==> src/rtl/spi_flash_responder.sv <==
// SPI mode-0 flash responder: 0x03 read, 0xAB release/device-ID, 0xB9 deep power-down, over a 16-bit word memory.
// Define SPI_FLASH_RESPONDER_FAST_READ_EN to add 0x0B fast read with its 8-bit dummy phase.
module spi_flash_responder #(
    parameter int         ADDR_WIDTH = 8,
    parameter logic [7:0] DEVICE_ID  = 8'h40
) (
    input  logic                  cpu_clock,
    input  logic                  reset_n,
    input  logic                  SCK_in,
    input  logic                  CSLow_in,
    input  logic                  MOSI_in,
    output logic                  MISO,
    output logic                  MISO_enable,
    output logic [ADDR_WIDTH-1:0] mem_address,
    output logic                  mem_read,
    input  logic [15:0]           mem_data,
    output logic                  powered_down
);

    typedef enum logic [2:0] {IDLE, CMD, ADDR, DUMMY, DATA, IGNORE} state_t;

    state_t state, next_state;

    logic [1:0]  sck_sync, cs_sync, mosi_sync;
    logic        sck_prev, cs_prev;
    logic        sck_rise, sck_fall, cs_rise, cs_fall, mosi_bit;
    logic [22:0] shift_in;
    logic [4:0]  bit_cnt, dummy_last;
    logic [2:0]  data_bit;
    logic [23:0] byte_addr, next_byte_addr;
    logic [15:0] word;
    logic        read_pending, is_id;
    logic        cmd_done, addr_done, dummy_done, enter_data;
    state_t      decoded;
    logic [7:0]  op_in, cur_byte;
    logic [23:0] addr_in;
    logic [ADDR_WIDTH-1:0] fetch_word;

    // CS being high masks SCK entirely, so idle-bus clocking never reaches the FSM.
    assign sck_rise = sck_sync[1] & ~sck_prev & ~cs_sync[1];
    assign sck_fall = ~sck_sync[1] & sck_prev & ~cs_sync[1];
    assign cs_rise  = cs_sync[1] & ~cs_prev;
    assign cs_fall  = ~cs_sync[1] & cs_prev;
    assign mosi_bit = mosi_sync[1];

    assign op_in          = {shift_in[6:0], mosi_bit};
    assign addr_in        = {shift_in[22:0], mosi_bit};
    assign next_byte_addr = byte_addr + 24'd1;
    assign fetch_word     = addr_done ? addr_in[ADDR_WIDTH:1] : byte_addr[ADDR_WIDTH:1];
    assign cur_byte       = is_id ? DEVICE_ID : (byte_addr[0] ? word[7:0] : word[15:8]);
    assign enter_data     = (next_state == DATA) && (state != DATA);

`ifdef SPI_FLASH_RESPONDER_FAST_READ_EN
    logic is_fast;
    assign dummy_last = is_fast ? 5'd7 : 5'd23;
`else
    assign dummy_last = 5'd23;
`endif

    always_ff @(posedge cpu_clock) begin
        if (!reset_n) state <= IDLE;
        else          state <= next_state;
    end

    // NOTE: every always_comb output gets a default first so no path can infer a latch.
    always_comb begin
        next_state = state;
        decoded    = IGNORE;
        cmd_done   = 1'b0;
        addr_done  = 1'b0;
        dummy_done = 1'b0;
        if (!powered_down || op_in == 8'hAB) begin
            case (op_in)
                8'h03:   decoded = ADDR;
`ifdef SPI_FLASH_RESPONDER_FAST_READ_EN
                8'h0B:   decoded = ADDR;
`endif
                8'hAB:   decoded = DUMMY;
                default: decoded = IGNORE;
            endcase
        end
        case (state)
            IDLE: if (cs_fall) next_state = CMD;
            CMD: if (sck_rise && bit_cnt == 5'd7) begin
                cmd_done   = 1'b1;
                next_state = decoded;
            end
            ADDR: if (sck_rise && bit_cnt == 5'd23) begin
                addr_done = 1'b1;
`ifdef SPI_FLASH_RESPONDER_FAST_READ_EN
                next_state = is_fast ? DUMMY : DATA;
`else
                next_state = DATA;
`endif
            end
            DUMMY: if (sck_rise && bit_cnt == dummy_last) begin
                dummy_done = 1'b1;
                next_state = DATA;
            end
            default: ;
        endcase
        if (cs_rise) next_state = IDLE;
    end

    // NOTE: sequential state uses non-blocking assignments so every register samples pre-edge values.
    always_ff @(posedge cpu_clock) begin
        if (!reset_n) begin
            sck_sync     <= '0;
            cs_sync      <= '0;
            mosi_sync    <= '0;
            sck_prev     <= 1'b0;
            cs_prev      <= 1'b0;
            shift_in     <= '0;
            bit_cnt      <= '0;
            data_bit     <= '0;
            byte_addr    <= '0;
            word         <= '0;
            read_pending <= 1'b0;
            is_id        <= 1'b0;
`ifdef SPI_FLASH_RESPONDER_FAST_READ_EN
            is_fast      <= 1'b0;
`endif
            MISO         <= 1'b0;
            MISO_enable  <= 1'b0;
            mem_read     <= 1'b0;
            mem_address  <= '0;
            powered_down <= 1'b0;
        end else begin
            sck_sync     <= {sck_sync[0], SCK_in};
            cs_sync      <= {cs_sync[0], CSLow_in};
            mosi_sync    <= {mosi_sync[0], MOSI_in};
            sck_prev     <= sck_sync[1];
            cs_prev      <= cs_sync[1];
            mem_read     <= 1'b0;
            read_pending <= mem_read;
            if (read_pending) word <= mem_data;

            if (cs_rise || cs_fall) begin
                shift_in    <= '0;
                bit_cnt     <= '0;
                data_bit    <= '0;
                MISO        <= 1'b0;
                MISO_enable <= 1'b0;
            end else if (sck_rise && (state inside {CMD, ADDR, DUMMY})) begin
                shift_in <= {shift_in[21:0], mosi_bit};
                bit_cnt  <= (cmd_done || addr_done || dummy_done) ? 5'd0 : bit_cnt + 5'd1;
                if (cmd_done) begin
                    is_id <= (op_in == 8'hAB);
`ifdef SPI_FLASH_RESPONDER_FAST_READ_EN
                    is_fast <= (op_in == 8'h0B);
`endif
                    if (op_in == 8'hB9) powered_down <= 1'b1;
                end
                if (addr_done) byte_addr <= addr_in;
                if (enter_data && is_id) powered_down <= 1'b0;
                if (enter_data && !is_id) begin
                    mem_read    <= 1'b1;
                    mem_address <= fetch_word;
                end
            end else if (sck_fall && state == DATA) begin
                MISO        <= cur_byte[~data_bit];
                MISO_enable <= 1'b1;
                data_bit    <= data_bit + 3'd1;
                // Last bit of a byte is on the wire: advance, and fetch the next word on a word crossing.
                if (data_bit == 3'd7 && !is_id) begin
                    byte_addr <= next_byte_addr;
                    if (byte_addr[0]) begin
                        mem_read    <= 1'b1;
                        mem_address <= next_byte_addr[ADDR_WIDTH:1];
                    end
                end
            end
        end
    end

endmodule
==> config.mk <==
export PLATFORM = sky130hd
export DESIGN_NAME = spi_flash_responder
export DESIGN_NICKNAME = d
export VERILOG_FILES = /design/src/rtl/spi_flash_responder.sv
export SDC_FILE = /design/constraint.sdc
export NUM_CORES = 1
export LEC_CHECK = 0
export BUFFER_PORTS_ARGS = -buffer_cell sky130_fd_sc_hd__buf_4
export CAP_MARGIN = 20
export CELL_PAD_IN_SITES_DETAIL_PLACEMENT = 0
export CELL_PAD_IN_SITES_GLOBAL_PLACEMENT = 1
export CORE_MARGIN = 3
export CORE_UTILIZATION = 35
export CTS_CLUSTER_SIZE = 8
export DETAILED_ROUTE_END_ITERATION = 7
export PLACE_DENSITY = 0.69
export SLEW_MARGIN = 10
export SYNTH_ARGS = -nofsm -noshare
export SYNTH_HDL_FRONTEND = slang
export SYNTH_SLANG_ARGS = --single-unit
==> constraint.sdc <==
create_clock -name cpu_clock -period 1.8 [get_ports cpu_clock]
set_input_delay 0.54 -clock cpu_clock [delete_from_list [all_inputs] [get_ports cpu_clock]]
set_output_delay 0.54 -clock cpu_clock [all_outputs]
set_load 0.005 [all_outputs]
; ---- Yosys cells after proc, flatten, opt, wreduce, memory -nomap -nowiden
; Cells that the tools add are included.
[word_totals]
register_bits = 96
latch_bits = 0
ram_bits = 0
rom_bits = 0
input_bits = 21
n_memories = 0
[op_classes]
addsub = 3
mul = 0
n_div = 0
n_lt_le_gt_ge = 1
n_eq_ne = 14
n_shift = 0
muxes = 35
n_bitwise = 14
n_reduce_logical = 28
[op_table]
columns = operator, n
row1 = $mux 24, 4
row2 = $mux 8, 8
row3 = $add 24x1->24 const B, 1
row4 = $eq 8x8->1 const B, 2
row5 = $mux 3, 5
row6 = $mux 1, 14
row7 = $reduce_bool 2->1, 5
row8 = $eq 3x3->1 const B, 3
row9 = $pmux 3 s3, 1
row10 = $eq 8x2->1 const B, 1
row11 = $logic_and 1x1->1, 8
row12 = $reduce_and 4->1, 2
row13 = $not 1->1, 7
row14 = $and 1x1->1, 6
row15 = $eq 3x2->1 const B, 2
row16 = $pmux 3 s2, 1
row17 = $add 5x1->5 const B, 1
row18 = $eq 5x3->1 const B, 1
row19 = $eq 5x5->1 const B, 1
row20 = $mux 5, 1
row21 = $reduce_and 5->1, 1
row22 = $logic_or 1x1->1, 4
row23 = $lt 3x4->1 const B, 1
row24 = $reduce_or 2->1, 2
row25 = 12 further kinds, 13

; ---- Logic depth before layout (Yosys ltp)
; Gate-level depths: netlist of the first run.
[logic_depth]
ltp_word = 12
mapped_depth = 10
depth_no_buf = 7

; ---- Worst setup path after synthesis of the first run
; OpenSTA, ideal clock, no wires.
[synth_path]
kind = register -> register
start = register state[1]
end = register mem_address[0]
setup_ps = 119
t_arrival_ps = 1914
setup_slack_ps = -233
stages_incl_launch_ff = 10
path_cell_list = dfxtp_1 -> buf_6 -> or2_1 -> buf_6 -> nor4_4 -> nand3_2 -> a21o_1 -> o22a_1 -> buf_6 -> mux2i_1
[synth_between]
elab_chain_cells = 9
elab_cells_between_ends = 27
[synth_lines]
columns = element, line_no
row1 = from (decl), 22  ; state_t state, next_state;
row2 = from (signal assigned), 62  ; else state <= next_state;
row3 = $eq 3x2->1, "82, 144"
row4 = $reduce_or 2->1 (no source line), -
row5 = $pmux 3 s3, 82  ; case (state)
row6 = $mux 3, 102  ; if (cs_rise) next_state = IDLE;
row7 = $eq 3x3->1, 51  ; assign enter_data = (next_state == DATA) && (state != DATA);
row8 = $logic_and 1x1->1, 51
row9 = $logic_and 1x1->1, 156  ; if (enter_data && !is_id) begin
row10 = $ne 2x1->1 (no source line), -
row11 = $reduce_and 5->1 (no source line), -
row12 = to (signal assigned), 158  ; mem_address <= fetch_word;
row13 = to (signal assigned), 169  ; mem_address <= next_byte_addr[ADDR_WIDTH:1];
row14 = to (decl), 14  ; output logic [ADDR_WIDTH-1:0] mem_address,
; Parallel ways exist; a longest one is shown, timed or not. The select of a mux whose other input is x is not followed.
; A chain may end at the register's enable or synchronous reset.

; ---- Worst setup path after layout of the first run
[layout_path]
start = register shift_in[4]
end = register mem_address[5]
[layout_between]
elab_chain_cells = 11
elab_cells_between_ends = 13
[layout_lines]
columns = element, line_no
row1 = from (decl), 27  ; logic [22:0] shift_in;
row2 = from (signal assigned), 145  ; shift_in <= {shift_in[21:0], mosi_bit};
row3 = $eq 8x8->1 or $eq 8x2->1 (tied branches), "72, 73"
row4 = $pmux 3 s2 or $logic_or 1x1->1 (tied branches), "73, 72"
row5 = $mux 3 *, 72  ; if (!powered_down || op_in == 8'hAB) begin
row6 = $mux 3 *, 84  ; CMD: if (sck_rise && bit_cnt == 5'd7) begin
row7 = $pmux 3 s3 *, 82
row8 = $mux 3 *, 102
row9 = $eq 3x3->1 *, 51
row10 = $logic_and 1x1->1 *, 51
row11 = $logic_and 1x1->1 *, 156
row12 = $ne 2x1->1 (no source line) *, -
row13 = $reduce_and 5->1 (no source line) *, -
; Mark *: on every way between the ends. The rest lies on a longest branch, timed or not.

==> results of run 1 <==
[metal layers]
| metal | up-vias | part of all wire | GRT usage |
|---|---|---|---|
| li1 | 1476 | - | - |
| met1 | 1364 | 0.48 | 0.223 |
| met2 | 53 | 0.48 | 0.275 |
| met3 | 9 | 0.034 | 0.0382 |
| met4 | 0 | 0.013 | 0.0505 |
| met5 | - | 0 | 0 |
[metrics by stage]
stage	instances	util
after floorplan	364	-
after global placement	543	0.450
after detailed placement	543	0.450
after CTS	563	0.484
after global routing	566	0.497
final	566	0.497
[cell families (layout without fill, tap and decap cells)]
group           Yosys count  count (layout)  synth area share
compound gates           71              71             0.144
xor+xnor                  6               6            0.0163
mux                      34              34             0.118
flops                    66              66             0.411
simple gates            155             155             0.247
buf+inv                  26             120            0.0397
fa+ha+maj                 6               6            0.0233
[critical path: stages, from the launching register on]
cell	delay [ps]
dfxtp_1	320
or4_4	560
nor4_2	190
a2111oi_2	120
nand4b_1	230
o22a_1	260
buf_12	160
mux2i_1	110
[worst paths after layout]
kind | end | slack (ps) | cells after the start
worst min register to register | cs_sync[1] | 440 | 1
worst max register to register | mem_address[5] | -240 | 7
worst min-delay path | cs_sync[0] | 400 | 2
worst max-delay path | mem_address[5] | -240 | 7
[cells in the mapped netlist, types with 2 or more instances]
library cell	number	area, um^2
mux2i_1	29	290
a21o_1	2	15.0
nor4_4	2	42.5
inv_1	5	18.8
o21ai_0	17	85.1
xnor2_1	4	35.0
dfxtp_1	66	1320
mux4_2	3	67.6
ha_1	6	75.1
nor3b_1	3	22.5
and2_1	9	56.3
nand2b_1	8	50.1
xor2_1	2	17.5
o211ai_1	3	22.5
nor3_1	9	45.0
clkbuf_1	10	37.5
a221o_1	6	60.1
buf_6	3	33.8
a21oi_1	26	130
a211oi_1	3	22.5
or3b_1	2	17.5
buf_2	6	30.0
nand3b_1	2	15.0
mux2_2	2	22.5
nor2b_1	2	12.5
nor4_1	3	18.8
a311oi_1	3	26.3
and3_1	2	12.5
nand3_1	8	40.0
nand2_1	44	165
nor2_1	48	180
[final cells by class]
type / count / share of cell area
inverter: 6 / 0.00514
tap: 108 / 0.0309
timing repair buffer: 98 / 0.175
sequential: 66 / 0.304
clock inverter: 7 / 0.0234
multi-input combinational: 272 / 0.433
clock buffer: 9 / 0.0283
[power by group]
part,switching (mW),internal (mW)
logic,0.0686,0.0645
clock network,0.639,0.792
registers,0.00470,1.47
[state kept, by name, indices dropped and copies added, names as in the netlist]
register      flops
word             16
byte_addr         9
mem_address       8
shift_in          8
bit_cnt           5
data_bit          3
state             3
cs_sync           2
mosi_sync         2
sck_sync          2
MISO              1
MISO_enable       1
cs_prev           1
is_id             1
mem_read          1
powered_down      1
read_pending      1
sck_prev          1
[what timing repair did]
action / in CTS / in global routing
cloned: 0 / 0
resized for setup: 12 / 26
buffers inserted: 4 / 3
pin swaps: 7 / 11
setup endpoints to repair: 13 / 26
==> key figures, run 1 <==
Floorplanning
  – Top Ports: 33
  – Core area: slightly below 9000 um^2
  – Die Ht: 102 um
  – Die area: between 10000 and 15000 um^2
  – Site Rows: 34
  – Initial core utilization: 0.365
  – Die X: 102 um

Outcome
  – Failing checks: negative setup slack
  – Outcome: complete, but fails checks

Synth
  – Ys flop type: dfxtp_1
  – Number of synthesized register bits: 66
  – Post-Syn Nets: between 300 and 400
  – Number of synthesized flops with an enable pin: 0
  – Cells after Synth: between 300 and 400
  – Sequential share of the synthesized area: 0.411
  – Mapped Area: 3220 um^2
  – Async set or reset register ratio after synthesis: 0
  – Avg Inst Size Synth: approximately 8.8 um^2
  – Post-synth cell types: 57
  – Yosys warning total: 0

Timing
  – Setup violators final: 16
  – RSZ-0062 raised after global routing: true
  – Max_slew headroom: 0.682
  – Fmax: 491 MHz
  – Setup TNS: -2520 ps
  – Final worst slack: -238 ps
  – Fin crit share: 1.13
  – Fin Clk Skew: 9.24 ps
  – Worst Tran Pin Value: 476 ps
  – Hold Vio Cnt, Final: 0
  – Max Slew Vio Count: 0
  – Fin crit period: just over 2000 ps
  – Worst-case hold slack: 402 ps

GRT
  – Overall routing resource usage: 0.168
  – First-pass GRT wire length: roughly 14000 um
  – GRT Residual Overflow: 0
  – Pin count of the biggest net entering global routing: 25
  – Vias in the first global route: between 2k and 3k
  – Initial antenna violation count: 0

Job
  – Max cap viols: 0

Route
  – 1st-iter DRT viols: 150
  – WL/cell: ~15 um
  – Vias: around 2.9k
  – Final ANT Viol Nets: 0
  – Drt drc: 0
  – Final wirelength: 8550 um
  – TritonRoute pass-1 iters: 4
  – Drt via density: ~5.1

Finish
  – Commonest non-fill, non-tap cell in the layout: buf_4
  – P&R area growth vs syn: 36.1%
  – Nets@finish: 480
  – Leading cell types in the layout, fill and taps excluded: buf_4, dfxtp_1, nor2_1, nand2_1, mux2i_1
  – Antenna Cells: 0
  – Total area of sequential cells: ~1300 um^2
  – Number of fill cells in the layout: between 800 and 900
  – Area occupied by multi-input gates: roughly 1900 um^2
  – Fin area: about 4400 um^2
  – Share of layout cells above drive strength 1: 0.356

Clocking
  – Cts bufs inserted: 9
  – Clock Root Buffer: clkbuf_8
  – Clock-pin slew on the worst setup and hold paths: around 80 ps
  – CTS sink cnt: 66
  – CTS tree: yes
  – Clock Latency Late Sink: ~350 ps
  – H-tree depth: 3
  – Cts hold-fix bufs: 0
  – Clk buf depth: 2

Setup path
  – Critical path class: reg2reg
  – Worst path required time: 2030 ps
  – CP startpoint kind: flip-flop
  – Critical path arrival: roughly 2300 ps
  – Setup crit end kind: flip-flop
  – Max FO, Critical Path: 8
  – Reg2reg start: shift_in[4]
  – Critical Path Source: shift_in[4]

Power and ir drop
  – Power after layout: just over 3 mW
  – Peak supply drop: 0.326 mV
  – Pwr per Cell Area: ~690 nW/um^2
  – Lkg Pwr: approximately 1.7 nW

Worst hold path
  – HP Class: in2reg
  – Hold Startpoint: CSLow_in

Place
  – Port bufs: 32
  – HPWL after DPL: about 6100 um
  – DP Area: slightly below 4000 um^2
  – GP Congestion: between 0.8 and 0.9
  – Setup WS pre-CTS: -259 ps
No activity file was read; power rests on OpenSTA's default activity.
==> inputs of run 2 (changes only) <==
- PLACE_DENSITY: 0.69 -> 0.68
==> key figures, run 2 (synthesis gave the netlist of run 1 again) <==
Place
  – GP Congestion: 0.907 (+5.4%)
  – DP Area: 4030 um^2 (+1.8%)
  – Port bufs: 32 (unchanged)
  – Cell count after placement: 551 (+1.5%)
  – Setup WS pre-CTS: -286 ps (-26.4 ps)
  – HPWL after DPL: 6260 um (+1.9%)

Timing
  – Fin crit share: 1.16 (+0.0263)
  – Worst Tran Pin Value: 352 ps (-124 ps)
  – Max_slew headroom: 0.764 (+0.0814)
  – Max Slew Vio Count: 0 (unchanged)
  – Fmax: 480 MHz (-2.3%)
  – Final worst slack: -285 ps (-47.3 ps)
  – Worst-case hold slack: 394 ps (-7.26 ps)
  – Fin Clk Skew: 12.0 ps (+2.80 ps)
  – RSZ-0062 raised after global routing: true
  – Fin crit period: 2090 ps (+47.3 ps)
  – Setup violators final: 20 (+4)
  – Hold Vio Cnt, Final: 0 (unchanged)

Setup path
  – Slowest CP cell: or4_4
  – CP startpoint kind: flip-flop
  – Critical path arrival: 2330 ps (+60 ps)
  – Cell Chain, Critical Path: or4_4, nor4_4, a2111oi_2, nand4b_1, o22a_1, buf_12, mux2i_1
  – Max stage delay on crit path: 570 ps (about the same)
  – Worst path required time: 2040 ps (about the same)
  – Setup crit end kind: flip-flop
  – Max FO, Critical Path: 8 (unchanged)
  – Critical path class: reg2reg

Route
  – 1st-iter DRT viols: 163 (+8.7%)
  – Drt drc: 0 (unchanged)
  – Final ANT Viol Nets: 0 (unchanged)
  – Vias: 3074 (+5.9%)
  – Drt via density: 5.29 (+3.2%)
  – Final wirelength: 9130 um (+6.8%)
  – WL/cell: 15.7 um (+4.0%)
  – TritonRoute pass-1 iters: 4 (unchanged)

Clocking
  – CTS tree: yes
  – Clock Latency Late Sink: 350 ps (about the same)
  – CTS sink cnt: 66 (unchanged)
  – Clk buf depth: 2 (unchanged)
  – H-tree depth: 3 (unchanged)
  – Cts bufs inserted: 9 (unchanged)
  – Clock Root Buffer: clkbuf_8
  – Clock-pin slew on the worst setup and hold paths: 80 ps (about the same)

GRT
  – Initial antenna violation count: 0 (unchanged)
  – Vias in the first global route: 2984 (+3.8%)
  – GRT Residual Overflow: 0 (unchanged)
  – Pin count of the biggest net entering global routing: 20 (-20%)
  – First-pass GRT wire length: 14400 um (+5.7%)
  – Overall routing resource usage: 0.180 (+0.0121)

Job
  – Max cap viols: 0 (unchanged)

Power and ir drop
  – Peak supply drop: 0.454 mV (+39%)
  – Power after layout: 3.01 mW (-0.76%)
  – Pwr per Cell Area: 638 nW/um^2 (-7.9%)
  – Lkg Pwr: 1.90 nW (+13%)

Finish
  – Largest registers: word: 16 flops, byte_addr: 9 flops
  – Max reg flops: 16 (unchanged)
  – Share of layout cells above drive strength 1: 0.419 (+0.0627)
  – Final std cells w/o fill: 581 (+2.7%)
  – Commonest non-fill, non-tap cell in the layout: buf_4
  – Antenna Cells: 0 (unchanged)
  – Fin area: 4720 um^2 (+7.7%)
  – Reg with most FFs: word
  – Nets@finish: 496 (+3.3%)
  – Leading cell types in the layout, fill and taps excluded: buf_4, dfxtp_1, nor2_1, nand2_1, mux2i_1
  – P&R area growth vs syn: 46.7%

Floorplanning
  – Top Ports: 33 (unchanged)
  – Die area: 10400 um^2 (unchanged)
  – Initial core utilization: 0.365 (unchanged)
  – Core area: 8810 um^2 (unchanged)
  – Die Ht: 102 um (unchanged)
  – Site Rows: 34 (unchanged)
  – Die X: 102 um (unchanged)

Worst hold path
  – HP Class: in2reg

Outcome
  – Failing checks: negative setup slack
  – Outcome: complete, but fails checks
[run 2: changes by cell type in the layout (fill, tap and decap cells not counted), sizes merged]
cell / before / now
buf: 98 / 114
clkinv: 3 / 2
clkinvlp: 1 / 2
inv: 7 / 6
[run 2: what timing repair did]
action	in CTS	in global routing
resized for setup	37	57
endpoints found under the setup margin	18	31
pin swaps	14	28
setup buffers	11	5
hold buffers	0	0
endpoints found under the hold margin	0	0
cloned	2	0
[run 2: final cells by class]
class	instances	area [um^2]
fillers	811	4090
repair buffers	114	987
inverters	6	22.5
clock inverters	6	92.6
well taps	108	135
clock buffers	9	124
flip-flops and latches	66	1330
multi-input cells	272	2030
[run 2: stage by stage]
| stage | TNS [ps] | util |
|---|---|---|
| after detailed placement | -2450 | 0.458 |
| final | -2720 | 0.536 |
| after global routing | -5090 | 0.536 |
| after global placement | -1610 | 0.458 |
| after CTS | -2670 | 0.514 |
| after floorplan | -2150 | - |
[run 2: worst paths after layout]
path / slack (ps) / cells past startpoint / start / to
setup reg to reg: -290 / 7 / shift_in[2] / mem_address[7]
hold / removal: 390 / 2 / CSLow_in / cs_sync[0]
hold reg to reg: 450 / 1 / cs_sync[0] / cs_sync[1]
setup / recovery: -290 / 7 / shift_in[2] / mem_address[7]
[run 2: per-layer routing]
layer,vias up,wire [um],GRT usage,part of all wire
met5,-,0,0,0
met4,0,212,0.0706,0.023
met3,19,531,0.0464,0.058
met2,103,4400,0.299,0.48
met1,1450,3980,0.225,0.44
li1,1502,-,-,-
[run 2: worst max-delay path: cells and delay by family (launching register included)]
kind                   cells  cell delay, ps
AOI/OAI and AO/OA          2             350
buffers and inverters      1             150
DFF                        1             310
muxes                      1             110
and+or+nand+nor            3            1050
[run 2: report_power, final]
part,leakage [nW],internal [mW],switching (mW)
sequential,0.535,1.47,0.00460
clock,0.102,0.776,0.613
combinational,1.26,0.0734,0.0776
total,1.90,2.32,0.695
==> inputs of run 3 (changes only) <==
- CORE_UTILIZATION: 35 -> 40
- PLACE_DENSITY: 0.68 -> 0.76
==> key figures, run 3 (synthesis gave the netlist of run 1 again) <==
Floorplanning
  – Die Ht: 95.7 um (-6.1%)
  – Site Rows: 32 (-5.9%)
  – Die X: 95.7 um (-6.1%)
  – Die area: 9150 um^2 (-12%)
  – Top Ports: 33 (unchanged)
  – Core area: 7770 um^2 (-12%)
  – Initial core utilization: 0.414 (+0.0488)

Setup path
  – Max stage delay on crit path: 570 ps (about the same)
  – WP buf/inv: 1 (unchanged)
  – Cell Chain, Critical Path: or4_4, a211oi_4, a32oi_2, nand4b_1, o22a_1, buf_12, mux2i_1
  – Max FO, Critical Path: 8 (unchanged)
  – Setup crit end kind: flip-flop
  – Slowest CP cell: or4_4
  – Worst path top cell family by delay: simple AND/OR/NAND/NOR gates
  – CP startpoint kind: flip-flop
  – Critical path arrival: 2300 ps (-30 ps)
  – Critical path class: reg2reg
  – Worst path required time: 2070 ps (+30 ps)

Route
  – Vias: 3086 (+0.39%)
  – DR WL met2: 4560 um (+3.5%)
  – WL/cell: 16.2 um (+3.2%)
  – Highest routing layer actually used: met4
  – Drt drc: 0 (unchanged)
  – TritonRoute pass-1 iters: 4 (unchanged)
  – Routed wl met3: 433 um (-18%)
  – Met1 WL: 4170 um (+4.9%)
  – Final wirelength: 9340 um (+2.3%)
  – Drt via density: 5.36 (+1.3%)
  – 1st-iter DRT viols: 191 (+17%)
  – Final ANT Viol Nets: 0 (unchanged)

Timing
  – Worst-case hold slack: 399 ps (+4.49 ps)
  – Max_slew headroom: 0.653 (-0.111)
  – Max Slew Vio Count: 0 (unchanged)
  – Hold Vio Cnt, Final: 0 (unchanged)
  – Fmax: 492 MHz (+2.6%)
  – Setup violators final: 24 (+20%)
  – Fin Clk Skew: 16.0 ps (+3.94 ps)
  – Final worst slack: -232 ps (+52.9 ps)
  – RSZ-0062 raised after global routing: true
  – Fin crit share: 1.13 (-0.0294)
  – Fin crit period: 2030 ps (-52.9 ps)
  – Worst Tran Pin Value: 520 ps (+168 ps)

Finish
  – Antenna Cells: 0 (unchanged)
  – Leading cell types in the layout, fill and taps excluded: buf_4, dfxtp_1, nor2_1, nand2_1, mux2i_1
  – Final std cells w/o fill: 576 (-0.86%)
  – Final core utilization: 0.610 (+0.0739)
  – Largest registers: word: 16 flops, byte_addr: 9 flops
  – Max reg flops: 16 (unchanged)
  – P&R area growth vs syn: 47.2%
  – Fin area: 4740 um^2 (+0.37%)
  – Reg with most FFs: word
  – Share of layout cells above drive strength 1: 0.418 (-0.000883)
  – Nets@finish: 496 (unchanged)
  – Commonest non-fill, non-tap cell in the layout: buf_4

Place
  – Cell count after placement: 547 (-0.73%)
  – GP Congestion: 0.835 (-8.0%)
  – Setup WS pre-CTS: -284 ps (+1.49 ps)
  – DP Area: 4030 um^2 (-0.12%)
  – Port bufs: 32 (unchanged)
  – HPWL after DPL: 6140 um (-1.8%)

GRT
  – Overall routing resource usage: 0.212 (+0.0314)
  – GRT Residual Overflow: 0 (unchanged)
  – Vias in the first global route: 3026 (+1.4%)
  – First-pass GRT wire length: 14800 um (+2.1%)
  – Pin count of the biggest net entering global routing: 24 (+20%)
  – Initial antenna violation count: 0 (unchanged)

Power and ir drop
  – Lkg Pwr: 1.87 nW (-1.2%)
  – Pwr per Cell Area: 647 nW/um^2 (+1.3%)
  – Peak supply drop: 0.389 mV (-14%)

Clocking
  – Clock-pin slew on the worst setup and hold paths: 80 ps (about the same)
  – H-tree depth: 3 (unchanged)
  – CTS sink cnt: 66 (unchanged)
  – CTS tree: yes
  – Clock Root Buffer: clkbuf_8
  – Cts bufs inserted: 9 (unchanged)
  – Clk buf depth: 2 (unchanged)
  – Cts hold-fix bufs: 0 (unchanged)
  – Clock Latency Late Sink: 350 ps (about the same)

Outcome
  – Outcome: complete, but fails checks
  – Failing checks: negative setup slack

Job
  – Max cap viols: 0 (unchanged)

Worst hold path
  – HP Class: in2reg
[run 3: repair_timing]
action                                  4_1_cts  5_1_grt
gates resized for setup                      41       46
setup buffers                                 4        7
cloned                                        5        0
endpoints found under the setup margin       20       34
pin swaps                                    20       26
[run 3: path summary, 6_finish.rpt]
kind	start	endpoint	slack (ps)	cells past startpoint
hold reg to reg	mosi_sync[0]	mosi_sync[1]	440	1
setup reg to reg	shift_in[2]	mem_address[5]	-230	7
hold / removal	CSLow_in	cs_sync[0]	400	2
setup / recovery	shift_in[2]	mem_address[5]	-230	7
[run 3: layer usage]
metal | up-vias | track usage
met2 | 76 | 0.338
met5 | - | 0
met1 | 1481 | 0.279
met3 | 17 | 0.0379
met4 | 0 | 0.0912
li1 | 1512 | -
[run 3: power by group]
part           internal [mW]  total (mW)  switching (mW)
logic                 0.0767       0.153          0.0763
registers               1.47        1.47         0.00388
clock network          0.792        1.44           0.648
[run 3: worst register-to-register path, delay by kind of cell, from the launching register on]
| family | cells | cell delay, ps |
|---|---|---|
| and+or+nand+nor | 2 | 720 |
| AOI/OAI and AO/OA | 3 | 580 |
| DFF | 1 | 330 |
| muxes | 1 | 180 |
| buffers and inverters | 1 | 150 |
[run 3: cell type report]
| cell class | instances | area [um^2] |
|---|---|---|
| inverters | 6 | 22.5 |
| well taps | 102 | 128 |
| clock buffers | 9 | 124 |
| fillers | 705 | 3030 |
| multi-input cells | 273 | 2060 |
| flip-flops and latches | 66 | 1330 |
| repair buffers | 113 | 972 |
| clock inverters | 7 | 103 |
[run 3: stage by stage]
stage               power, mW  TNS, ps
global route             3.17    -4850
finish                   3.06    -2450
global placement         1.64    -2380
detailed placement       1.64    -2870
CTS                      3.08    -3190
floorplan                1.56    -2150
